`src/rtl/trng_pkg.sv`:
```
// Shared types, defaults and helpers for the ring-oscillator TRNG sampling path.
// Latency: n/a (declarations only).
// Backpressure: n/a.
package trng_pkg;

  localparam int BYTE_W = 8;

  localparam int WARMUP_CYCLES_DEF = 64;
  localparam int SAMPLE_DIV_DEF    = 4;
  localparam int REP_LIMIT_DEF     = 32;

  // Controller states, kept as plain vectors so older tooling can decode them.
  typedef logic [2:0] state_t;
  localparam state_t ST_IDLE   = 3'd0;
  localparam state_t ST_WARMUP = 3'd1;
  localparam state_t ST_SAMPLE = 3'd2;
  localparam state_t ST_HOLD   = 3'd3;
  localparam state_t ST_FAIL   = 3'd4;

  // Counter width for a modulus-n counter; never narrower than one bit.
  function automatic int cnt_w(input int n);
    return (n < 2) ? 1 : $clog2(n);
  endfunction

endpackage

```
`src/rtl/sync_2ff.sv`:
```
// Two-flop synchronizer for a single asynchronous level.
// Latency: 2 clk cycles from d to q.
// Backpressure: none; free-running.
module sync_2ff (
  input  logic clk,
  input  logic rst_n,
  input  logic d,
  output logic q
);

  logic meta;

  // Shift the asynchronous level through two flops to settle metastability.
  always_ff @(posedge clk or negedge rst_n) begin
    if (!rst_n) begin
      meta <= 1'b0;
      q    <= 1'b0;
    end else begin
      meta <= d;
      q    <= meta;
    end
  end

endmodule

```
`src/rtl/trng_health_rep.sv`:
```
// Repetition-count health test: flags a run of REP_LIMIT identical samples.
// Latency: fail is combinational on the strobe that completes the run.
// Backpressure: none; evaluates every sample_vld strobe, clear wins.
module trng_health_rep
  import trng_pkg::*;
#(
  parameter int REP_LIMIT = REP_LIMIT_DEF
) (
  input  logic clk,
  input  logic rst_n,
  input  logic clear,
  input  logic sample_vld,
  input  logic sample_bit,
  output logic fail
);

  localparam int            CW   = cnt_w(REP_LIMIT);
  localparam logic [CW-1:0] LAST = CW'(REP_LIMIT - 1);

  logic [CW-1:0] rep_cnt;
  logic          prev_bit;
  logic          have_prev;
  logic          same;

  // The first sample after a clear always starts a fresh run of length 1.
  assign same = have_prev && (sample_bit == prev_bit);
  assign fail = sample_vld && !clear && same && (rep_cnt == LAST);

  // Track the current run length; it saturates at the failing count.
  always_ff @(posedge clk or negedge rst_n) begin
    if (!rst_n) begin
      rep_cnt   <= '0;
      prev_bit  <= 1'b0;
      have_prev <= 1'b0;
    end else if (clear) begin
      rep_cnt   <= '0;
      prev_bit  <= 1'b0;
      have_prev <= 1'b0;
    end else if (sample_vld) begin
      prev_bit  <= sample_bit;
      have_prev <= 1'b1;
      if (!same)
        rep_cnt <= CW'(1);
      else if (!fail)
        rep_cnt <= rep_cnt + CW'(1);
    end
  end

endmodule

```
`src/rtl/trng_sample_ctrl.sv`:
```
// TRNG sequencer: warm up ROs, sample at a divided rate, debias, pack bytes.
// Latency: raw_bit reaches a strobe 2 cycles after it settles; byte_valid rises on the 8th accepted bit.
// Backpressure: byte_valid/byte_ready; sampling and the divider stall in HOLD until the handshake.
module trng_sample_ctrl
  import trng_pkg::*;
#(
  parameter int WARMUP_CYCLES = WARMUP_CYCLES_DEF,
  parameter int SAMPLE_DIV    = SAMPLE_DIV_DEF,
  parameter int REP_LIMIT     = REP_LIMIT_DEF
) (
  input  logic              clk,
  input  logic              rst_n,
  input  logic              start,
  input  logic              debias_en,
  input  logic              raw_bit,
  output logic              ro_en_1,
  output logic              ro_en_2,
  output logic [BYTE_W-1:0] byte_out,
  output logic              byte_valid,
  input  logic              byte_ready,
  output logic              busy,
  output logic              health_fail
);

  localparam int               WW        = cnt_w(WARMUP_CYCLES);
  localparam int               DW        = cnt_w(SAMPLE_DIV);
  localparam int               BW        = cnt_w(BYTE_W);
  localparam logic [WW-1:0]    WARM_LAST = WW'(WARMUP_CYCLES - 1);
  localparam logic [DW-1:0]    DIV_LAST  = DW'(SAMPLE_DIV - 1);
  localparam logic [BW-1:0]    BIT_LAST  = BW'(BYTE_W - 1);

  state_t            state;
  logic [WW-1:0]     warm_cnt;
  logic [DW-1:0]     div_cnt;
  logic [BW-1:0]     bit_cnt;
  logic [BYTE_W-2:0] shreg;      // bits accepted so far; the 8th goes straight to byte_out
  logic              debias_q;
  logic              pair_have;
  logic              pair_first;
  logic              raw_sync;
  logic              strobe;
  logic              acc_vld;
  logic              acc_bit;
  logic              rep_fail;
  logic              rep_clear;
  logic              in_run;

  sync_2ff u_sync (
    .clk   (clk),
    .rst_n (rst_n),
    .d     (raw_bit),
    .q     (raw_sync)
  );

  // Run lengths restart with each session: cleared while idle or warming up.
  assign rep_clear = (state == ST_IDLE) || (state == ST_WARMUP);

  trng_health_rep #(.REP_LIMIT(REP_LIMIT)) u_rep (
    .clk        (clk),
    .rst_n      (rst_n),
    .clear      (rep_clear),
    .sample_vld (strobe),
    .sample_bit (raw_sync),
    .fail       (rep_fail)
  );

  // Strobe on divider wrap; in debias mode only an unequal pair yields its first bit.
  always_comb begin
    strobe  = (state == ST_SAMPLE) && (div_cnt == DIV_LAST);
    acc_vld = 1'b0;
    acc_bit = raw_sync;
    if (strobe) begin
      if (!debias_q) begin
        acc_vld = 1'b1;
      end else if (pair_have) begin
        acc_vld = (pair_first != raw_sync);
        acc_bit = pair_first;
      end
    end
  end

  // Sequencer: start=0 beats health failure, which beats byte completion.
  always_ff @(posedge clk or negedge rst_n) begin
    if (!rst_n) begin
      state      <= ST_IDLE;
      warm_cnt   <= '0;
      div_cnt    <= '0;
      bit_cnt    <= '0;
      shreg      <= '0;
      debias_q   <= 1'b0;
      pair_have  <= 1'b0;
      pair_first <= 1'b0;
      byte_out   <= '0;
      byte_valid <= 1'b0;
    end else if (!start) begin
      state      <= ST_IDLE;
      byte_valid <= 1'b0;
    end else begin
      case (state)
        ST_IDLE: begin
          debias_q  <= debias_en;
          warm_cnt  <= '0;
          div_cnt   <= '0;
          bit_cnt   <= '0;
          pair_have <= 1'b0;
          state     <= ST_WARMUP;
        end
        ST_WARMUP: begin
          if (warm_cnt == WARM_LAST) begin
            div_cnt <= '0;
            state   <= ST_SAMPLE;
          end else begin
            warm_cnt <= warm_cnt + WW'(1);
          end
        end
        ST_SAMPLE: begin
          div_cnt <= strobe ? '0 : div_cnt + DW'(1);
          if (rep_fail) begin
            state <= ST_FAIL;
          end else if (strobe) begin
            if (debias_q) begin
              pair_have <= !pair_have;
              if (!pair_have)
                pair_first <= raw_sync;
            end
            if (acc_vld) begin
              shreg <= {shreg[BYTE_W-3:0], acc_bit};
              if (bit_cnt == BIT_LAST) begin
                byte_out   <= {shreg, acc_bit};
                byte_valid <= 1'b1;
                bit_cnt    <= '0;
                state      <= ST_HOLD;
              end else begin
                bit_cnt <= bit_cnt + BW'(1);
              end
            end
          end
        end
        ST_HOLD: begin
          if (byte_valid && byte_ready) begin
            byte_valid <= 1'b0;
            div_cnt    <= '0;
            pair_have  <= 1'b0;
            state      <= ST_SAMPLE;
          end
        end
        ST_FAIL: begin
          byte_valid <= 1'b0;
        end
        default: begin
          state <= ST_IDLE;
        end
      endcase
    end
  end

  assign in_run      = (state == ST_WARMUP) || (state == ST_SAMPLE) || (state == ST_HOLD);
  assign ro_en_1     = in_run;
  assign ro_en_2     = in_run;
  assign busy        = in_run;
  assign health_fail = (state == ST_FAIL);

endmodule
```
`config.mk`:
```
export PLATFORM = sky130hd
export DESIGN_NAME = trng_sample_ctrl
export DESIGN_NICKNAME = d
export VERILOG_FILES = /design/src/rtl/trng_pkg.sv /design/src/rtl/sync_2ff.sv /design/src/rtl/trng_health_rep.sv /design/src/rtl/trng_sample_ctrl.sv
export SDC_FILE = /design/constraint.sdc
export NUM_CORES = 1
export LEC_CHECK = 0
export BUFFER_PORTS_ARGS = -buffer_cell sky130_fd_sc_hd__buf_2
export CAP_MARGIN = 20
export CORE_MARGIN = 3
export CORE_UTILIZATION = 63
export CTS_CLUSTER_SIZE = 25
export DETAILED_ROUTE_END_ITERATION = 12
export MAX_ROUTING_LAYER = met4
export PLACE_DENSITY_LB_ADDON = 0.3
export SYNTH_ARGS = -nofsm -noshare
export SYNTH_HDL_FRONTEND = slang
export SYNTH_SLANG_ARGS = --single-unit
export TNS_END_PERCENT = 20
```
`constraint.sdc`:
```
create_clock -name clk -period 5.6 [get_ports clk]
set_input_delay 0.56 -clock clk [delete_from_list [all_inputs] [get_ports clk]]
set_output_delay 0.56 -clock clk [all_outputs]
set_load 0.02 [all_outputs]
```
==> Yosys cells after proc, flatten, opt, wreduce, memory -nomap -nowiden <==
Index checks and enable logic that the tools add are counted.
{ "totals": {"reg_bits": 42, "inputBits": 6, "out_inout_bits": 13} }
{ "classes": {"add_sub_neg": 4, "eq_ne": 29, "muxes": 43, "n_bitwise": 1, "reduce_logical": 28} }
{ "ops": {"columns": ["op", "count"], "rows": [
  ["3-bit 2-to-1 mux", 11],
  ["6-bit AND reduction", 4],
  ["5-bit 2-to-1 mux", 4],
  ["1-bit 2-to-1 mux", 18],
  ["3-bit case mux with 5 select lines", 1],
  ["5-bit AND reduction", 3],
  ["2-bit != test, second input constant", 7],
  ["3-bit != test, second input constant", 4],
  ["6-bit case mux with 2 select lines", 1],
  ["3-bit by 2-bit != test with 1-bit output, second input constant", 3],
  ["4-bit != test, second input constant", 2],
  ["2-bit case mux with 4 select lines", 1],
  ["6-bit by 1-bit adder with 6-bit output, second input constant", 1],
  ["3-bit by 2-bit equality test with 1-bit output, second input constant", 2],
  ["3-bit equality test, second input constant", 2],
  ["6-bit equality test, second input constant", 1],
  ["1-bit logical AND", 6],
  ["2-bit 2-to-1 mux", 3],
  ["6-bit 2-to-1 mux", 1],
  ["1-bit case mux with 3 select lines", 2],
  ["3-bit case mux with 2 select lines", 1],
  ["2-bit nonzero test", 3],
  ["5-bit by 1-bit adder with 5-bit output, second input constant", 1],
  ["5-bit equality test, second input constant", 1],
  ["18 further kinds", 22]
]} }

==> Logic depth before layout (Yosys ltp) <==
Gate-level depths: netlist of the first run.
{ "depth": {"depth_word": 10, "ltp_mapped": 7, "depth_no_buf": 6} }

==> Hierarchy <==
Synthesis of the first run repeated with hierarchy kept, for this count alone.
{ "hier_totals": {"cells_unflattened": 196, "area_unflattened_um2": 2197.1} }
{ "modules_own_cells": {"columns": ["mod", "n_inst", "cells_per_inst", "area_per_inst_um2", "seq_area_each_um2"], "rows": [
  ["trng_sample_ctrl", 1, 146, 1689.1, 825.8],
  ["trng_health_rep", 1, 48, 457.9, 175.2],
  ["sync_2ff", 1, 2, 50.0, 50.0]
]} }

==> Least setup slack after synthesis of the first run <==
Ideal clock, no wire load.
{ "synth_timing": {"path_kind": "flip-flop to output port", "start": "register state[0]", "end": "output ro_en_1", "t_arrival_ps": 1463, "setup_slack_ps": 3577, "stages_incl_launch_ff": 6, "path_cell_list": "dfrtp_1 > clkbuf_1 > clkbuf_1 > nor2_1 > nor2_1 > buf_4"} }
{ "synth_between": {"elab_chain_len": 3, "elab_cells_between_ends": 5} }
{ "synth_lines": {"columns": ["item", "line", "text"], "rows": [
  ["start: declaration", "trng_sample_ctrl.sv:32", "state_t state;"],
  ["start signal: assignment", "trng_sample_ctrl.sv:85", "state <= ST_IDLE;"],
  ["start signal: assignment", "trng_sample_ctrl.sv:96", "state <= ST_IDLE;"],
  ["start signal: assignment", "trng_sample_ctrl.sv:106", "state <= ST_WARMUP;"],
  ["3-bit by 1-bit equality test with 1-bit output or 3-bit by 2-bit equality test with 1-bit output (tied branches)", "trng_sample_ctrl.sv:157", "assign in_run = (state == ST_WARMUP) || (state == ST_SAMPLE) || (state == ST_HOLD);"],
  ["1-bit logical OR", "trng_sample_ctrl.sv:157", null],
  ["1-bit logical OR *", "trng_sample_ctrl.sv:157", null],
  ["end: declaration", "trng_sample_ctrl.sv:16", "output logic ro_en_1,"]
]} }
Mark *: on every way between the ends. The rest lies on a longest branch, timed or not.

==> Final worst setup path of the first run <==
{ "layout_timing": {"start": "register u_rep.rep_cnt[0]", "end": "register shreg[1]"} }
{ "layout_between": {"elab_chain_len": 4} }
{ "layout_lines": {"columns": ["item", "line", "text"], "rows": [
  ["start: declaration", "trng_health_rep.sv:20", "logic [CW-1:0] rep_cnt;"],
  ["start signal: assignment", "trng_health_rep.sv:45", "rep_cnt <= rep_cnt + CW'(1);"],
  ["5-bit equality test", "trng_health_rep.sv:27", "assign fail = sample_vld && !clear && same && (rep_cnt == LAST);"],
  ["1-bit logical AND", "trng_health_rep.sv:27", null],
  ["1-bit inverter (no source line)", null, null],
  ["5-bit AND reduction (no source line)", null, null],
  ["end signal: assignment", "trng_sample_ctrl.sv:127", "shreg <= {shreg[BYTE_W-3:0], acc_bit};"],
  ["end: declaration", "trng_sample_ctrl.sv:36", "logic [BYTE_W-2:0] shreg;"]
]} }
Every way passes these cells.
A chain may end at the register's enable or synchronous reset.

==> flow_summary.rst, run 1 <==
.. list-table::
   :header-rows: 1

   * - Metric
     - Value
   * - Run status
     - complete, no violations
   * - Area of combinational cells with multiple inputs
     - 1010 sq um
   * - Total global routing overflow
     - 0
   * - First-pass GRT wire length
     - 6710 microns
   * - Final net count
     - 218
   * - Final ANT Viol Nets
     - 0
   * - Placed inst area
     - 2220 sq um
   * - Buffers & Inverters on Critical Path
     - 0
   * - Static Leakage
     - 0.00108 uW
   * - Kind of start point of the critical path
     - flip-flop
   * - Post-route total power
     - 523 uW
   * - Sequential cell area
     - 1050 sq um
   * - Number of standard cells in the final layout excluding fillers
     - 251
   * - Number of synthesized flops with an enable pin
     - 0
   * - Standard-cell rows
     - 20
   * - Syn-to-layout area delta
     - 7.12%
   * - Number of search-and-repair iterations in the first detailed-routing pass
     - 4
   * - Number of buffers inserted by post-CTS setup repair
     - 0
   * - Top achievable clock speed
     - 447 MHz
   * - Die height
     - 64.1 microns
   * - Commonest non-fill, non-tap cell in the layout
     - dfrtp_1
   * - Highest cell delay on the worst timing path
     - 550 ps
   * - Count of input and output buffers
     - 18
   * - Initial DRC Count
     - 85
   * - Die Width
     - 64.1 microns
   * - Sequential power share
     - 62.8%
   * - Core utilization of the finished layout
     - 72.8%
   * - Synthesized flop and latch total
     - 42
   * - Setup TNS
     - 0 ps
   * - Post-route cell area
     - 2280 sq um
   * - Cell internal power dissipation
     - 380 uW
   * - Detailed-route via count
     - 1,535
   * - Top fanout value on the critical path
     - 10
   * - Overall routed net length
     - 3860 microns
   * - Critical setup path kind
     - flip-flop to flip-flop
   * - Mapped Nets
     - 202
   * - Worst min-delay path startpoint
     - raw_bit
   * - Most frequent cells in the layout
     - 42 x dfrtp_1, 19 x nand2_1, 18 x buf_2
   * - Overall fraction of global-route tracks in use
     - 21.7%
   * - Number of instances in the synthesized netlist
     - 190
   * - Initial core utilization
     - 68.0%
   * - Combinational fraction of design power
     - 9.2%
   * - Post-Syn Area per Cell
     - 11.2 sq um
   * - Slew at the pin closest to its max-slew limit
     - 905 ps
   * - CORE AREA
     - 3130 sq um
   * - Clock transition at the registers of the reported paths
     - 120 ps
   * - Max Root-Sink Buffers
     - 2
   * - Ratio of final minimum period to clock period
     - 40.0%
   * - Gate family responsible for the most delay along the worst path
     - simple AND/OR/NAND/NOR gates
   * - Worst-case vdd ir drop
     - 154 uV
   * - Power Density
     - 230 nW/um^2
   * - Crit. End Element
     - flip-flop
   * - Resized Gates After CTS
     - 0
   * - Number of hold violations in the final report
     - 0
   * - Fraction of final layout cells sized beyond drive strength 1
     - 23.7%
   * - Chain of cells forming the critical path
     - ha_1, and3_1, ha_1, nand3_2, and3_1, mux2_4
   * - Cell area after synthesis
     - 2130 sq um
   * - Switching power
     - 143 uW
   * - Final critical delay including setup and external delays
     - 2240 ps
   * - Ant. Diodes
     - 0
   * - Via count normalized by instance count
     - 6.12
   * - Drt wl/cell
     - 15.4 microns
   * - Total instance count after detailed placement
     - 243
   * - Fill cell count
     - 238
   * - CTS tree
     - built
   * - Ys flop type
     - dfrtp_1
   * - Final count of pins violating max slew
     - 0
   * - Number of ports placed on the die boundary
     - 19
   * - Arrival time reported for the critical path endpoint
     - 2490 ps
   * - Antenna violations before repair
     - 0
   * - Root Buffer Master
     - clkbuf_4
   * - Rel. slew slack
     - 39.7%
   * - Final routed DRC violation total
     - 0
   * - Detailed-placement wirelength estimate
     - 2770 microns
   * - Maxcap violations
     - 0
   * - Hold Buf Count CTS
     - 0
   * - Clock latency reported for the late side of the worst-skew pair
     - 360 ps
   * - Pin count of the biggest net entering global routing
     - 43
   * - Number of global-route vias before repair
     - 1,472
   * - Worst clock skew
     - 8.30 ps
   * - Final number of setup-violating endpoints
     - 0
   * - Worst path required time
     - 5850 ps
   * - Ys Warns
     - 0
   * - Number of clock buffers inserted by TritonCTS
     - 5
   * - Setup slack, reg-to-reg
     - 3360 ps
   * - Sinks on Clock Net
     - 42
   * - Share of synthesized flip-flops with an asynchronous set or reset
     - 100%
   * - Gpl congestion
     - 0.837
   * - Worst path slowest cell
     - and3_1
   * - Unrepaired setup endpoints after global routing
     - false
   * - Fraction of the yosys area taken by sequential cells
     - 49.4%
   * - Depth of the CTS H-tree
     - 2
   * - Die ar.
     - 4110 sq um
   * - Portion of total power attributed to the clock network
     - 28.1%
   * - HP Class
     - input port to flip-flop
   * - Worst reg2reg startpoint
     - u_rep.rep_cnt[0]
   * - Unique masters post-synth
     - 44
   * - Sw frac
     - 27.4%
   * - Crit. Startpoint
     - u_rep.rep_cnt[0]
[worst register-to-register path, stage by stage (launching register included)]
cell and delay, ps:
dfrtp_1 430, ha_1 230, and3_1 150, ha_1 220, nand3_2 190, and3_1 550, mux2_4 350
[path summary, 6_finish.rpt]
kind                               end  cells after the start
min                        u_sync.meta                      1
min reg2reg                   u_sync.q                      0
max                           shreg[1]                      6
max in group asynchronous  warm_cnt[1]                      1
max reg2reg                   shreg[1]                      6
min in group asynchronous  byte_out[7]                      1
[registers in the layout, summed over array words and instances (netlist names)]
name             cells
debias_q             1
bit_cnt              3
u_rep.prev_bit       1
div_cnt              2
u_sync.q             1
u_sync.meta          1
u_rep.have_prev      1
byte_valid           1
pair_have            1
u_rep.rep_cnt        5
shreg                7
byte_out             8
pair_first           1
warm_cnt             6
state                3
[synth_stat cells (3+ instances only)]
library cell | count | area share (%)
inv_1 | 5 | 0.88
o21ai_0 | 7 | 1.6
nor2b_1 | 3 | 0.88
ha_1 | 6 | 3.5
and3_1 | 3 | 0.88
nor2_1 | 14 | 2.5
a22o_1 | 4 | 1.6
nand2b_1 | 3 | 0.88
dfrtp_1 | 42 | 49
nor3b_1 | 4 | 1.4
a31oi_1 | 3 | 0.88
a32o_1 | 4 | 1.9
nand2_1 | 19 | 3.4
mux2_4 | 7 | 4.9
mux2_2 | 12 | 6.4
a21oi_1 | 5 | 1.2
nand4_1 | 6 | 1.8
nand3_1 | 6 | 1.4
clkbuf_1 | 6 | 1.1
[power groups by stage]
stage,sequential [uW],combinational [uW],clock [uW]
3_3_place_gp,333,46.6,0
3_5_place_dp,334,48.3,0
6_report,328,48.0,147
5_1_grt,330,53.0,168
2_1_floorplan,327,39.7,0
4_1_cts,328,48.4,152
[final cells by class]
type | count | share of cell area (%)
Sequential cell | 42 | 46.2
Multi-Input combinational cell | 134 | 44.2
Clock inverter | 2 | 0.604
Inverter | 5 | 0.824
Timing Repair Buffer | 18 | 3.96
Tap cell | 44 | 2.42
Clock buffer | 6 | 1.81
[routing by layer]
layer	up-vias	wire [microns]	GRT usage [%]
met5	-	0	-
met4	0	63	6.86
met3	9	248	5.10
met2	61	1820	33.8
met1	737	1730	28.4
li1	728	-	-
[metrics by stage]
stage / hold slack (ps) / setup slack [ps]
global route: 273 / 3240
finish: 306 / 3360
detailed placement: 338 / 3400
CTS: 286 / 3370
global placement: 336 / 3490
floorplan: 264 / 3580
[cell families after synthesis]
logic type | count (synthesis) | synth area share (%)
AND/OR/NAND/NOR | 69 | 17.6
flip-flops | 42 | 49.4
AO/OA/AOI/OAI | 35 | 12.4
multiplexers | 21 | 12.3
buffers and inverters | 14 | 3.18
adder cells (fa/ha/maj) | 6 | 3.53
XOR/XNOR | 3 | 1.59
No activity file was read; power rests on OpenSTA's default activity.
==> inputs of run 2 (changes only) <==
--- a/config.mk
+++ b/config.mk
@@ -8,7 +8,7 @@
 export BUFFER_PORTS_ARGS = -buffer_cell sky130_fd_sc_hd__buf_2
 export CAP_MARGIN = 20
 export CORE_MARGIN = 3
-export CORE_UTILIZATION = 63
+export CORE_UTILIZATION = 58
 export CTS_CLUSTER_SIZE = 25
 export DETAILED_ROUTE_END_ITERATION = 12
 export MAX_ROUTING_LAYER = met4
==> constraint.sdc (replaced) <==
create_clock -name clk -period 2.15 [get_ports clk]
set_input_delay 0.215 -clock clk [delete_from_list [all_inputs] [get_ports clk]]
set_output_delay 0.215 -clock clk [all_outputs]
set_load 0.02 [all_outputs]
==> run 2 against run 1 <==
Compared with the run above:
- worst hold slack worse by 280 ps
- sequential share of layout area shrank 1.8 points
- die area grew 7.8%
- global-route usage fell by 0.30 points
- clock-buffer cell count unchanged
- power increased to 3.1 times the previous value
- sequential cell count did not move
- fmax up 11%
- first-iteration DRC count up 53%
- register-to-register slack worse by 3200 ps
- combinational power grew to 2.9 times the previous value
- routed wire length increased by 3.4%
- critical path type unchanged
==> flow_summary.rst, run 2 (same netlist as run 1, synthesis figures left out) <==
.. list-table::
   :header-rows: 1

   * - Metric
     - Value
   * - Run status
     - complete, no violations
   * - Register with the highest flop count
     - byte_out
   * - Setup TNS
     - 0 ps (unchanged)
   * - Max Root-Sink Buffers
     - 2 (unchanged)
   * - Die ar.
     - 4430 sq um (+7.8%)
   * - Unrepaired setup endpoints after global routing
     - false
   * - HP Class
     - input port to async pin
   * - Final critical delay including setup and external delays
     - 2020 ps (-219 ps)
   * - Ant. Diodes
     - 0 (unchanged)
   * - Worst reg2reg startpoint
     - u_rep.rep_cnt[0]
   * - Number of hold violations in the final report
     - 0 (unchanged)
   * - Final ANT Viol Nets
     - 0 (unchanged)
   * - Number of flip-flops in the largest register
     - 8 (unchanged)
   * - Worst-case vdd ir drop
     - 471 uV (+210%)
   * - Static Leakage
     - 0.00112 uW (+4.3%)
   * - Fraction of final layout cells sized beyond drive strength 1
     - 25.2% (+1.6 points)
   * - Initial DRC Count
     - 130 (+53%)
   * - Number of buffers inserted by post-CTS setup repair
     - 0 (unchanged)
   * - Most frequent cells in the layout
     - 42 x dfrtp_1, 19 x nand2_1, 18 x buf_2
   * - Count of input and output buffers
     - 18 (unchanged)
   * - Critical setup path kind
     - flip-flop to flip-flop
   * - Die height
     - 66.5 microns (+3.8%)
   * - Fill cell count
     - 243 (+2.1%)
   * - Sequential cell area
     - 1050 sq um (unchanged)
   * - Clock latency reported for the late side of the worst-skew pair
     - 290 ps (-70 ps)
   * - Chain of cells forming the critical path
     - ha_1, and3_1, ha_1, nand3_2, and3_1, buf_4, mux2_4
   * - Final routed DRC violation total
     - 0 (unchanged)
   * - Depth of the CTS H-tree
     - 2 (unchanged)
   * - Crit. Startpoint
     - u_rep.rep_cnt[0]
   * - Commonest non-fill, non-tap cell in the layout
     - dfrtp_1
   * - Pin count of the biggest net entering global routing
     - 43 (unchanged)
   * - Slew at the pin closest to its max-slew limit
     - 880 ps (-25.0 ps)
   * - CORE AREA
     - 3440 sq um (+10%)
   * - CTS tree
     - built
   * - Clock transition at the registers of the reported paths
     - 80 ps (-40 ps)
   * - Crit. End Element
     - flip-flop
   * - Final count of pins violating max slew
     - 0 (unchanged)
   * - Setup crit end
     - shreg[2]
   * - Detailed-placement wirelength estimate
     - 2830 microns (+2.2%)
   * - Top fanout value on the critical path
     - 10 (unchanged)
   * - Final number of setup-violating endpoints
     - 0 (unchanged)
   * - First-pass GRT wire length
     - 6930 microns (+3.3%)
   * - Number of clock buffers inserted by TritonCTS
     - 5 (unchanged)
   * - Syn-to-layout area delta
     - 11.4%
   * - Kind of start point of the critical path
     - flip-flop
   * - Number of search-and-repair iterations in the first detailed-routing pass
     - 5 (+1)
   * - Top achievable clock speed
     - 495 MHz (+11%)
   * - Initial core utilization
     - 61.8% (-6.2 points)
   * - Biggest registers after layout
     - byte_out x8, shreg x7, warm_cnt x6
   * - Placed inst area
     - 2250 sq um (+1.5%)
   * - Die Width
     - 66.5 microns (+3.8%)
   * - Standard-cell rows
     - 21 (+5.0%)
   * - Hold slack final
     - 28.5 ps (-278 ps)
   * - Maxcap violations
     - 0 (unchanged)
   * - Worst clock skew
     - 4.40 ps (-3.90 ps)
   * - Rel. slew slack
     - 41.3% (+1.7 points)
   * - Number of ports placed on the die boundary
     - 19 (unchanged)
   * - Via count normalized by instance count
     - 5.95 (-2.7%)
   * - Sinks on Clock Net
     - 42 (unchanged)
   * - Setup slack, reg-to-reg
     - 130 ps (-3230 ps)
   * - Number of global-route vias before repair
     - 1,494 (+1.5%)
   * - Ratio of final minimum period to clock period
     - 94.0% (+54 points)
   * - Overall routed net length
     - 3990 microns (+3.4%)
   * - Area of combinational cells with multiple inputs
     - 1010 sq um (unchanged)
   * - Power Density
     - 680 nW/um^2 (+200%)
   * - Post-route cell area
     - 2370 sq um (+4.0%)
   * - Total global routing overflow
     - 0 (unchanged)
   * - Number of standard cells in the final layout excluding fillers
     - 256 (+2.0%)
   * - R2r endpoint
     - shreg[2]
   * - Highest cell delay on the worst timing path
     - 420 ps (-130 ps)
   * - Detailed-route via count
     - 1,523 (-0.78%)
   * - Worst path slowest cell
     - dfrtp_1
   * - Overall fraction of global-route tracks in use
     - 21.4% (-0.30 points)
   * - Antenna violations before repair
     - 0 (unchanged)
   * - Root Buffer Master
     - clkbuf_8
   * - Final net count
     - 222 (+1.8%)
   * - Depth of the worst register-to-register path
     - 7 (+1)
   * - Arrival time reported for the critical path endpoint
     - 2200 ps (-290 ps)
   * - Total instance count after detailed placement
     - 249 (+2.5%)
   * - Drt wl/cell
     - 15.6 microns (+1.3%)
   * - Worst path required time
     - 2330 ps (-3520 ps)
   * - Gpl congestion
     - 0.901 (+7.7%)
run 2: repair_timing:
action,CTS,global route
resized for setup,0,1
setup endpoints to repair,0,1
hold buffers,0,0
run 2: how the worst min path moves through the flow:
| stage | cells past startpoint | to | slack (ps) | startpoint |
|---|---|---|---|---|
| floorplan | 0 | bit_cnt[0] | -80 | rst_n |
| global placement | 1 | u_sync.meta | 320 | raw_bit |
| detailed placement | 1 | u_sync.meta | 330 | raw_bit |
| CTS | 1 | u_sync.meta | 20 | raw_bit |
| global route | 1 | u_sync.meta | 10 | raw_bit |
| finish | 1 | u_rep.rep_cnt[1] | 30 | rst_n |
run 2: cell type report:
type / instances / share of cell area, %
multi-input cells: 134 / 42.5
clock inverters: 1 / 1.27
flip-flops and latches: 42 / 44.4
clock buffers: 6 / 3.49
well taps: 46 / 2.43
repair buffers: 22 / 5.07
inverters: 5 / 0.793
run 2: stage by stage:
stage	total power (uW)	util (%)	setup slack (ps)
3_5_place_dp	1000	65.5	142
5_1_grt	1680	68.8	48.8
3_3_place_gp	993	65.5	223
4_1_cts	1620	68.8	128
2_1_floorplan	954	-	307
6_report	1610	68.8	129
run 2: metal layers:
layer	track usage [%]	vias to the layer above	wire [microns]
met2	33.2	55	1910
met5	-	-	0
met3	4.72	19	213
met1	26.2	717	1740
met4	11.2	0	126
li1	-	732	-
run 2: worst max-delay path: cells and delay by family (launching register included):
kind | cells | cell delay, ps
adders and majority gates | 2 | 460
buffers and inverters | 1 | 200
DFF | 1 | 420
muxes | 1 | 320
and+or+nand+nor | 3 | 510
run 2: power breakdown:
group | switching [uW] | internal, uW
Sequential | 35.4 | 813
Combinational | 85.5 | 52.8
Clock | 253 | 371
==> inputs of run 3 (changes only) <==
--- a/config.mk
+++ b/config.mk
@@ -8,11 +8,11 @@
 export BUFFER_PORTS_ARGS = -buffer_cell sky130_fd_sc_hd__buf_2
 export CAP_MARGIN = 20
 export CORE_MARGIN = 3
-export CORE_UTILIZATION = 58
+export CORE_UTILIZATION = 53
 export CTS_CLUSTER_SIZE = 25
 export DETAILED_ROUTE_END_ITERATION = 12
 export MAX_ROUTING_LAYER = met4
-export PLACE_DENSITY_LB_ADDON = 0.3
+export PLACE_DENSITY = 0.75
 export SYNTH_ARGS = -nofsm -noshare
 export SYNTH_HDL_FRONTEND = slang
 export SYNTH_SLANG_ARGS = --single-unit
==> constraint.sdc (replaced) <==
create_clock -name clk -period 1.8 [get_ports clk]
set_input_delay 0.18 -clock clk [delete_from_list [all_inputs] [get_ports clk]]
set_output_delay 0.18 -clock clk [all_outputs]
set_load 0.02 [all_outputs]
==> run 3 against run 2 <==
Compared with the run above:
- clock-buffer cell count unchanged
- sequential power rose by 19%
- utilization up 0.40 points
- non-clock buffer count up 24
==> flow_summary.rst, run 3 (same netlist as run 1, synthesis figures left out) <==
.. list-table::
   :header-rows: 1

   * - Metric
     - Value
   * - Via count normalized by instance count
     - 5.67 (-4.7%)
   * - Final number of setup-violating endpoints
     - 0 (unchanged)
   * - Clock latency reported for the late side of the worst-skew pair
     - 290 ps (about the same)
   * - Min setup slack post-route
     - 27.1 ps (-102 ps)
   * - Detailed-route via count
     - 1,604 (+5.3%)
   * - Drt wl/cell
     - 16.0 microns (+2.5%)
   * - Fill cell count
     - 255 (+4.9%)
   * - Crit. End Element
     - flip-flop
   * - Detailed-placement wirelength estimate
     - 3240 microns (+15%)
   * - Count of input and output buffers
     - 18 (unchanged)
   * - Biggest registers after layout
     - byte_out x8, shreg x7, warm_cnt x6
   * - Number of clock buffers inserted by TritonCTS
     - 5 (unchanged)
   * - Crit. Startpoint
     - u_rep.rep_cnt[1]
   * - Post-route cell area
     - 2610 sq um (+10%)
   * - Initial DRC Count
     - 155 (+19%)
   * - Kind of start point of the critical path
     - flip-flop
   * - CTS tree
     - built
   * - Die ar.
     - 4810 sq um (+8.6%)
   * - Unrepaired setup endpoints after global routing
     - true
   * - R2r endpoint
     - byte_out[4]
   * - Final critical delay including setup and external delays
     - 1770 ps (-248 ps)
   * - Most frequent cells in the layout
     - 42 x dfrtp_1, 24 x buf_4, 19 x nand2_1
   * - Number of hold violations in the final report
     - 0 (unchanged)
   * - Placed inst area
     - 2410 sq um (+7.1%)
   * - Highest cell delay on the worst timing path
     - 390 ps (-30 ps)
   * - Final count of pins violating max slew
     - 0 (unchanged)
   * - Worst reg2reg startpoint
     - u_rep.rep_cnt[1]
   * - Core utilization of the finished layout
     - 69.2% (+0.40 points)
   * - Post-route total power
     - 1820 uW (+13%)
   * - Setup slack after placement
     - -28.8 ps (-171 ps)
   * - Final routed DRC violation total
     - 0 (unchanged)
   * - Depth of the CTS H-tree
     - 2 (unchanged)
   * - Root Buffer Master
     - clkbuf_8
   * - Pin count of the biggest net entering global routing
     - 23 (-47%)
   * - Setup slack, reg-to-reg
     - 30 ps (-100 ps)
   * - Overall fraction of global-route tracks in use
     - 20.5% (-0.89 points)
   * - CORE AREA
     - 3770 sq um (+9.6%)
   * - Power Density
     - 696 nW/um^2 (+2.4%)
   * - Final ANT Viol Nets
     - 0 (unchanged)
   * - Critical setup path kind
     - flip-flop to flip-flop
   * - Commonest non-fill, non-tap cell in the layout
     - dfrtp_1
   * - Antenna violations before repair
     - 0 (unchanged)
   * - Maxcap violations
     - 0 (unchanged)
   * - Ant. Diodes
     - 0 (unchanged)
   * - Number of flip-flops in the largest register
     - 8 (unchanged)
   * - Overall routed net length
     - 4520 microns (+13%)
   * - Final net count
     - 246 (+11%)
   * - Register with the highest flop count
     - byte_out
   * - Initial core utilization
     - 56.4% (-5.4 points)
   * - Syn-to-layout area delta
     - 22.7%
   * - First-pass GRT wire length
     - 7690 microns (+11%)
   * - Number of ports placed on the die boundary
     - 19 (unchanged)
   * - Die Width
     - 69.3 microns (+4.2%)
   * - Arrival time reported for the critical path endpoint
     - 1950 ps (-250 ps)
   * - Slew at the pin closest to its max-slew limit
     - 517 ps (-363 ps)
   * - Number of search-and-repair iterations in the first detailed-routing pass
     - 4 (-1)
   * - Chain of cells forming the critical path
     - ha_2, and3_4, ha_4, nand3_4, buf_6, nand4_4, mux2_4
   * - Run status
     - complete, no violations
   * - Setup TNS
     - 0 ps (unchanged)
   * - Worst clock skew
     - 4.43 ps (+0.0268 ps)
   * - Sinks on Clock Net
     - 42 (unchanged)
   * - Static Leakage
     - 0.00123 uW (+9.7%)
   * - Gpl congestion
     - 0.932 (+3.5%)
   * - Top achievable clock speed
     - 564 MHz (+14%)
   * - Total global routing overflow
     - 0 (unchanged)
   * - Clock transition at the registers of the reported paths
     - 80 ps (about the same)
   * - Number of global-route vias before repair
     - 1,589 (+6.4%)
   * - Fraction of final layout cells sized beyond drive strength 1
     - 33.6% (+8.4 points)
   * - Die height
     - 69.3 microns (+4.2%)
   * - Ratio of final minimum period to clock period
     - 98.5% (+4.5 points)
   * - Max Root-Sink Buffers
     - 2 (unchanged)
   * - Top fanout value on the critical path
     - 8 (-2)
   * - HP Class
     - input port to flip-flop
   * - Worst path required time
     - 1970 ps (-360 ps)
   * - Worst-case vdd ir drop
     - 395 uV (-16%)
   * - Depth of the worst register-to-register path
     - 7 (unchanged)
   * - Worst path slowest cell
     - dfrtp_1
   * - Rel. slew slack
     - 65.5% (+24 points)
   * - Standard-cell rows
     - 22 (+4.8%)
   * - Setup crit end
     - byte_out[4]
-- run 3: what timing repair did --
action                                 in CTS  in global routing
gates resized for setup                     5                  4
setup endpoints to repair                  13                 17
buffers inserted                            1                  3
hold buffers                                2                  0
pin swaps                                   0                  1
cloned                                      0                  0
endpoints found under the hold margin      21                  0
-- run 3: stage by stage --
stage / hold slack (ps) / instances
floorplan: -116 / 190
global placement: 170 / 269
detailed placement: 180 / 269
CTS: 113 / 280
global route: 111 / 283
finish: 118 / 283
-- run 3: area by class of cell --
cell class / count / area (sq um) / area share [%]
tap: 48 / 60.1 / 2.30
clock buffer: 6 / 72.6 / 2.78
inverter: 5 / 18.8 / 0.719
clock inverter: 2 / 13.8 / 0.528
multi-input combinational: 134 / 1070 / 41.1
sequential: 42 / 1050 / 40.3
timing repair buffer: 46 / 322 / 12.3
-- run 3: metal layers --
metal  global-route usage [%]  part of all wire, %
met5                        -                    0
met4                     7.38                  1.2
met3                     4.06                  3.5
met2                     31.7                   52
met1                     27.0                   43
-- run 3: worst min-delay path by stage --
stage	startpoint	to	slack [ps]	depth (start not counted)
2_1_floorplan	rst_n	bit_cnt[0]	-120	0
3_3_place_gp	rst_n	state[0]	170	1
3_5_place_dp	rst_n	state[0]	180	1
4_1_cts	debias_en	debias_q	110	2
5_1_grt	debias_en	debias_q	110	2
6_report	debias_en	debias_q	120	2
-- run 3: power breakdown --
part	internal [uW]	total, uW	leakage [uW]	switching, uW
logic	102	227	0.000612	126
registers	970	1010	0.000576	34.8
clock network	273	584	0.0000452	311
-- run 3: critical path, delay by kind of cell (launching register included) --
kind	cells	cell delay, ps
adder cells (fa/ha/maj)	2	370
buffers and inverters	1	100
flip-flops	1	390
multiplexers	1	360
AND/OR/NAND/NOR	3	420
